### src/rtl/fetch_unit.sv
// Instruction-fetch stage: owns the PC, issues credit-limited requests to a variable-latency
// instruction memory, buffers in-order responses and presents the head entry to decode.
module fetch_unit #(
  parameter int                         ADDRESS_WIDTH = 32,
  parameter int                         DATA_WIDTH    = 32,
  parameter int                         FIFO_DEPTH    = 2,
  parameter logic [ADDRESS_WIDTH-1:0]   RESET_PC      = '0
) (
  input  logic                     clk,
  input  logic                     rst_n,
  input  logic                     stall_d,
  input  logic                     pc_src_e,
  input  logic [ADDRESS_WIDTH-1:0] pc_target_e,
  output logic                     imem_req_valid,
  input  logic                     imem_req_ready,
  output logic [ADDRESS_WIDTH-1:0] imem_req_addr,
  input  logic                     imem_resp_valid,
  input  logic [DATA_WIDTH-1:0]    imem_resp_data,
  output logic                     instr_valid_f,
  output logic [ADDRESS_WIDTH-1:0] pc_f,
  output logic [ADDRESS_WIDTH-1:0] pc_plus4_f,
  output logic [DATA_WIDTH-1:0]    instr_f
);

  localparam int PTR_W = $clog2(FIFO_DEPTH);
  localparam int CNT_W = PTR_W + 1;
  localparam logic [CNT_W-1:0]         DEPTH_C   = CNT_W'(FIFO_DEPTH);
  localparam logic [CNT_W:0]           DEPTH_EXT = (CNT_W + 1)'(FIFO_DEPTH);
  localparam logic [DATA_WIDTH-1:0]    NOP       = DATA_WIDTH'(32'h0000_0013);
  localparam logic [ADDRESS_WIDTH-1:0] FOUR      = ADDRESS_WIDTH'(4);
  localparam logic [ADDRESS_WIDTH-1:0] ALIGN     = ~ADDRESS_WIDTH'(3);

  logic [ADDRESS_WIDTH-1:0] fetch_pc;
  logic [ADDRESS_WIDTH-1:0] resp_pc;
  logic [ADDRESS_WIDTH-1:0] pc_mem    [FIFO_DEPTH];
  logic [DATA_WIDTH-1:0]    instr_mem [FIFO_DEPTH];
  logic [PTR_W-1:0]         rd_ptr;
  logic [PTR_W-1:0]         wr_ptr;
  logic [CNT_W-1:0]         count;
  logic [CNT_W-1:0]         outstanding;
  logic [CNT_W-1:0]         discard;
  logic                     started;

  logic [CNT_W:0]           credit_used;
  logic [CNT_W-1:0]         resp_dec;
  logic [ADDRESS_WIDTH-1:0] target_aligned;
  logic                     req_fire;
  logic                     empty;
  logic                     push;
  logic                     pop;

  // Every slot is either buffered or promised to an in-flight request, so the FIFO can't overflow.
  assign credit_used    = {1'b0, count} + {1'b0, outstanding};
  assign imem_req_valid = started && !pc_src_e && (credit_used < DEPTH_EXT);
  assign imem_req_addr  = fetch_pc;
  assign req_fire       = imem_req_valid && imem_req_ready;

  assign resp_dec       = CNT_W'(imem_resp_valid);
  assign target_aligned = pc_target_e & ALIGN;
  assign empty          = (count == '0);
  assign push           = imem_resp_valid && (discard == '0) && !pc_src_e;
  assign pop            = !empty && !stall_d && !pc_src_e;

  assign instr_valid_f  = !empty;
  assign pc_f           = empty ? '0  : pc_mem[rd_ptr];
  assign instr_f        = empty ? NOP : instr_mem[rd_ptr];
  assign pc_plus4_f     = pc_f + FOUR;

  // A redirect wins over everything: flush the buffer and mark in-flight responses as stale.
  always_ff @(posedge clk) begin
    if (!rst_n) begin
      fetch_pc    <= RESET_PC;
      resp_pc     <= RESET_PC;
      rd_ptr      <= '0;
      wr_ptr      <= '0;
      count       <= '0;
      outstanding <= '0;
      discard     <= '0;
      started     <= 1'b0;
    end else begin
      started <= 1'b1;
      if (pc_src_e) begin
        fetch_pc    <= target_aligned;
        resp_pc     <= target_aligned;
        rd_ptr      <= '0;
        wr_ptr      <= '0;
        count       <= '0;
        outstanding <= outstanding - resp_dec;
        discard     <= outstanding - resp_dec;
      end else begin
        if (req_fire) begin
          fetch_pc <= fetch_pc + FOUR;
        end
        outstanding <= outstanding + CNT_W'(req_fire) - resp_dec;
        if (imem_resp_valid && (discard != '0)) begin
          discard <= discard - CNT_W'(1);
        end
        if (push) begin
          wr_ptr  <= wr_ptr + PTR_W'(1);
          resp_pc <= resp_pc + FOUR;
        end
        if (pop) begin
          rd_ptr <= rd_ptr + PTR_W'(1);
        end
        count <= count + CNT_W'(push) - CNT_W'(pop);
      end
    end
  end

  always_ff @(posedge clk) begin
    if (push) begin
      pc_mem[wr_ptr]    <= resp_pc;
      instr_mem[wr_ptr] <= imem_resp_data;
    end
  end

  always_ff @(posedge clk) begin
    if (rst_n && push && !pop) begin
      assert (count < DEPTH_C);
    end
  end

endmodule

### config.mk
export PLATFORM = sky130hd
export DESIGN_NAME = fetch_unit
export DESIGN_NICKNAME = d
export VERILOG_FILES = /design/src/rtl/fetch_unit.sv
export SDC_FILE = /design/constraint.sdc
export NUM_CORES = 1
export LEC_CHECK = 0
export ABC_AREA = 1
export BUFFER_PORTS_ARGS = -buffer_cell sky130_fd_sc_hd__clkbuf_2
export CAP_MARGIN = 0
export CELL_PAD_IN_SITES_DETAIL_PLACEMENT = 0
export CELL_PAD_IN_SITES_GLOBAL_PLACEMENT = 1
export CORE_MARGIN = 1.5
export CORE_UTILIZATION = 34
export CTS_BUF_LIST = sky130_fd_sc_hd__clkbuf_8
export CTS_CLUSTER_SIZE = 25
export DETAILED_ROUTE_END_ITERATION = 8
export PLACE_DENSITY = 0.8
export SLEW_MARGIN = 20
export SYNTH_ARGS = -nofsm -noshare
export SYNTH_HDL_FRONTEND = slang
export SYNTH_SLANG_ARGS = --single-unit
### constraint.sdc
create_clock -name clk -period 5.4 [get_ports clk]
set_clock_uncertainty 0.2 [all_clocks]
set_input_delay 0.54 -clock clk [delete_from_list [all_inputs] [get_ports clk]]
set_output_delay 0.54 -clock clk [all_outputs]
set_load 0.005 [all_outputs]
==> Yosys cells after proc, flatten, opt, wreduce, memory -nomap -nowiden <==
Memories as Yosys holds them, arrays and structs flattened. A register that Yosys moved wholly into a read port is not among the register bits.
Cells that the tools add are included.
{ "totals": {"ff_bits": 73, "ram_bits": 128, "in_bits": 70, "out_inout_bits": 130, "word_cells": 60, "memories": 2} }
{ "mem_list": {"columns": ["memory", "words", "word_bits", "rd", "rd_ports_with_merged_regs", "wr", "line", "rtl"], "rows": [
  ["instr_mem", 2, 32, 1, 1, 1, "36", "logic [DATA_WIDTH-1:0] instr_mem [FIFO_DEPTH];"],
  ["pc_mem", 2, 32, 1, 1, 1, "35", "logic [ADDRESS_WIDTH-1:0] pc_mem [FIFO_DEPTH];"]
]} }
{ "op_classes": {"addsub": 12, "order_cmp": 1, "mux": 16, "bitwise_logic": 1, "reduce_logical": 18} }
{ "ops": {"columns": ["op", "count"], "rows": [
  ["32-bit 2-to-1 mux", 6],
  ["32-bit by 3-bit adder with 32-bit output (second input constant)", 3],
  ["1-bit logical AND", 8],
  ["2-bit nonzero test", 4],
  ["1-bit 2-to-1 mux", 7],
  ["2-bit 2-to-1 mux", 3],
  ["2-bit by 1-bit subtractor with 2-bit output", 3],
  ["2-bit by 1-bit adder with 2-bit output", 2],
  ["2-bit zero test", 2],
  ["2-bit by 2-bit adder with 3-bit output", 1],
  ["1-bit zero test", 3],
  ["3-bit by 2-bit < comparator with 1-bit output (second input constant)", 1],
  ["1-bit adder (second input constant)", 2],
  ["2-bit OR reduction", 1],
  ["2-bit by 1-bit subtractor with 2-bit output (second input constant)", 1],
  ["1-bit inverter", 1]
]} }

==> Depth between registers and ports, before layout <==
{ "depth": {"depth_word": 7, "ltp_mapped": 13, "mapped_depth_nobuf": 12} }

==> Worst setup path before layout <==
No wires, ideal clock.
{ "synth_timing": {"path_type": "input port to flip-flop", "from": "input pc_src_e", "to": "memory instr_mem[0][0], enable pin", "setup_time_ns": 0.484, "t_arrival_ns": 3.711, "required_ns": 4.716, "slack_ns": 1.005, "path_stages": 4, "path_buffers": 1, "path_cell_list": "buf_2 nor2_1 inv_1 nor2_1"} }
{ "synth_between": {"elab_chain_cells": 4} }
{ "synth_rtl": {"columns": ["element", "line", "rtl"], "rows": [
  ["start, declared", "12", "input logic pc_src_e,"],
  ["1-bit zero test", "61", "assign push = imem_resp_valid && (discard == '0) && !pc_src_e;"],
  ["1-bit logical AND", "61", null],
  ["1-bit 2-to-1 mux", "111", "if (push) begin"],
  ["1-bit 2-to-1 mux (implied by the code)", "113", "instr_mem[wr_ptr] <= imem_resp_data;"],
  ["end, declared", "36", null]
]} }
No other way between the ends.

==> reports/qor.txt <==
Gpl congestion -> 0.869
Die Y -> 178 µm
Clk root buf -> clkbuf_8
Leakage Power -> 5.19 nW
Worst Reg-to-Reg Cells -> 11
Min Hold Slack -> 31.3 ps
Detailed router's first-iteration violation count -> 650
Most frequent cell on the critical path -> nand2_1
WL per Instance -> 14.6 µm
Site Rows -> 63
Setup-failing EPs final -> 0
Most frequent cells in the layout -> nand2_1 (511), clkbuf_2 (191), nor2_1 (141)
RSZ-0062 raised after global routing -> no
DR pass1 iterations -> 5
#FFs+latches synth -> 194
Post-synthesis average cell area -> 7.59 µm²
CORE AREA -> 29,900 µm²
Synthesis warning total -> 0
CTS sink count -> 194
Crit path DAT -> 3180 ps
IO Count -> 200
CP Max Fanout -> 45
DRC viols -> 0
Post-CTS Setup Bufs -> 0
Hold Fails Final Rpt -> 0
Critical Path Sink Type -> output port
GRT Util Overall -> 18.4%
Max VDD drop -> 0.135 mV
Vias per cell -> 4.75
Commonest non-fill, non-tap cell in the layout -> nand2_1
Max-Slew Margin vs Limit -> 25.3%
Clock tree buffer depth -> 2
Initial Util -> 34.9%
Outcome -> finished, final reports clean
Pin count of the biggest net entering global routing -> 63
CTS tree -> yes
Antenna Nets Post-Route -> 0
Post-synthesis sequential area ratio -> 49.2%
N_diodes -> 0
Buf+Inv Stages, Crit Path -> 3
Critical Path RT -> 4660 ps
Pins over their slew limit -> 0
Layout cells sized above 1 -> 18.0%
Mapped Cells -> 1,372
Hold crit path type -> in2reg
Critical path class -> reg2out
Vias in the first global route -> 8,607
DRT Wirelength -> 28.5 mm
Port buffer count -> 191
Setup TNS Final -> 0 ps
Layout Nets -> 1,631
Max Cap Viol -> 0
Worst slew pin tran -> 1120 ps
Unique masters post-synth -> 40
Number of buffers created by CTS -> 17
CTS clk-pin slew, worst paths -> 130 ps
Worst path depth -> 11
Routed vias -> 9,285
Slowest stage delay, CP -> 610 ps
Gr ovfl total -> 0
Post-cts sizing count -> 0
Hold path depth -> 1
Hpwl dp -> 21.2 mm
Crit-path slowest cell -> dfxtp_2
Worst setup SP type -> flip-flop
Fin cells -> 1,954
H-tree levels -> 4
Synth Cell Area -> 10,400 µm²
Family with the most delay on the worst path -> simple AND/OR/NAND/NOR gates
Achievable Freq -> 0.255 GHz
Area delta synth->final -> 16.8%
Die X -> 178 µm
Clock Latency Late Sink -> 490 ps
Period minus WS final -> 3920 ps
DIE AREA -> 31,700 µm²
Initial antenna violation count -> 0
Cell breakdown of the critical path -> buf_4 > or2_2 > nand2_1 > inv_1 > ha_1 > nand4_4 > nor2_1 > nand4_1 > nand2_1 > nand2_1 > clkbuf_2
Placed instance count -> 1,922
Final Cycle Share -> 72.7%
Power density over the cells -> 253 nW/µm²
Hold buffer count at CTS -> 0
First-pass GRT wire length -> 45.3 mm
==> power breakdown <==
part	switching [mW]	internal [mW]	total (mW)
Clock	0.646	0.388	1.03
Combinational	0.214	0.114	0.328
Sequential	0.0629	1.65	1.71
==> final timing paths <==
kind	end	start	slack [ps]
worst min register to register	pc_mem[0][31]	resp_pc[31]	310
worst max-delay path	pc_plus4_f[20]	flip-flop	1480
worst min-delay path	instr_mem[1][2]	imem_resp_data[2]	30
worst max register to register	imem_req_addr[17]	count[0]	2480
==> worst register-to-register path: stages, from the launching register on <==
cell     delay [ps]
dfxtp_1         390
nand2_1          60
inv_1            60
fa_1            400
nor2_1          150
nand4_2         250
nand2_1         580
inv_1           390
nand2_1         140
nand2_1          50
inv_1            50
a21oi_1          50
==> Yosys cell counts (all sizes together) <==
master  number  area [µm²]
inv        142         533
o21a         1        7.51
ha           9         113
xnor2        3        26.3
conb         1        3.75
clkbuf      12        45.0
o31ai        2        15.0
nand2      522        1990
a21oi       79         395
o22ai        5        31.3
clkinv       2        12.5
nand3       99         528
a31oi       12        75.1
o21bai       1        7.51
and2         3        18.8
o21ai       42         210
or2          3        18.8
xor2        26         228
dfxtp       70        1400
nor2       163         677
edfxtp     124        3720
nand4        9        77.6
fa           1        20.0
buf         34         211
nor3         7        46.3
==> flip-flops by register name (all words and copies together) (netlist names), named ones only <==
| signal | cells |
|---|---|
| resp_pc | 30 |
| discard | 2 |
| wr_ptr | 1 |
| pc_mem | 60 |
| rd_ptr | 1 |
| imem_req_addr | 30 |
| started | 1 |
| outstanding | 2 |
| count | 2 |
| instr_mem | 64 |
==> final cells by class <==
| type | instances | area (µm²) |
|---|---|---|
| Inverter | 144 | 546 |
| Sequential cell | 194 | 5130 |
| Timing Repair Buffer | 201 | 1030 |
| Fill cell | 3098 | 17700 |
| Clock inverter | 15 | 221 |
| Clock buffer | 17 | 234 |
| Multi-Input combinational cell | 993 | 4520 |
| Tap cell | 390 | 488 |
==> cells by family after synthesis <==
logic type               synth area share, %
other                                 0.0360
buffers and inverters                   7.70
flip-flops                              49.2
AO/OA/AOI/OAI                           7.13
AND/OR/NAND/NOR                         32.2
adder cells (fa/ha/maj)                 1.27
XOR/XNOR                                2.44
==> per-layer routing <==
layer | vias up | track usage (%) | routed length (µm)
met5 | - | 0 | 0
met4 | 0 | 5.46 | 446
met3 | 25 | 2.88 | 1830
met2 | 297 | 30.0 | 13100
met1 | 4207 | 25.3 | 13100
li1 | 4756 | - | -
==> metrics by stage <==
step | setup WS (ps) | utilization (%) | area (µm²) | total power [mW]
final | 1480 | 40.7 | 12200 | 3.07
after global routing | 1120 | 40.7 | 12200 | 3.22
after CTS | 1350 | 40.7 | 12200 | 3.10
after detailed placement | 1880 | 39.2 | 11700 | 2.07
after global placement | 1950 | 39.2 | 11700 | 2.07
after floorplan | 1010 | - | 10400 | 1.93
(Power assumes the default switching activity.)
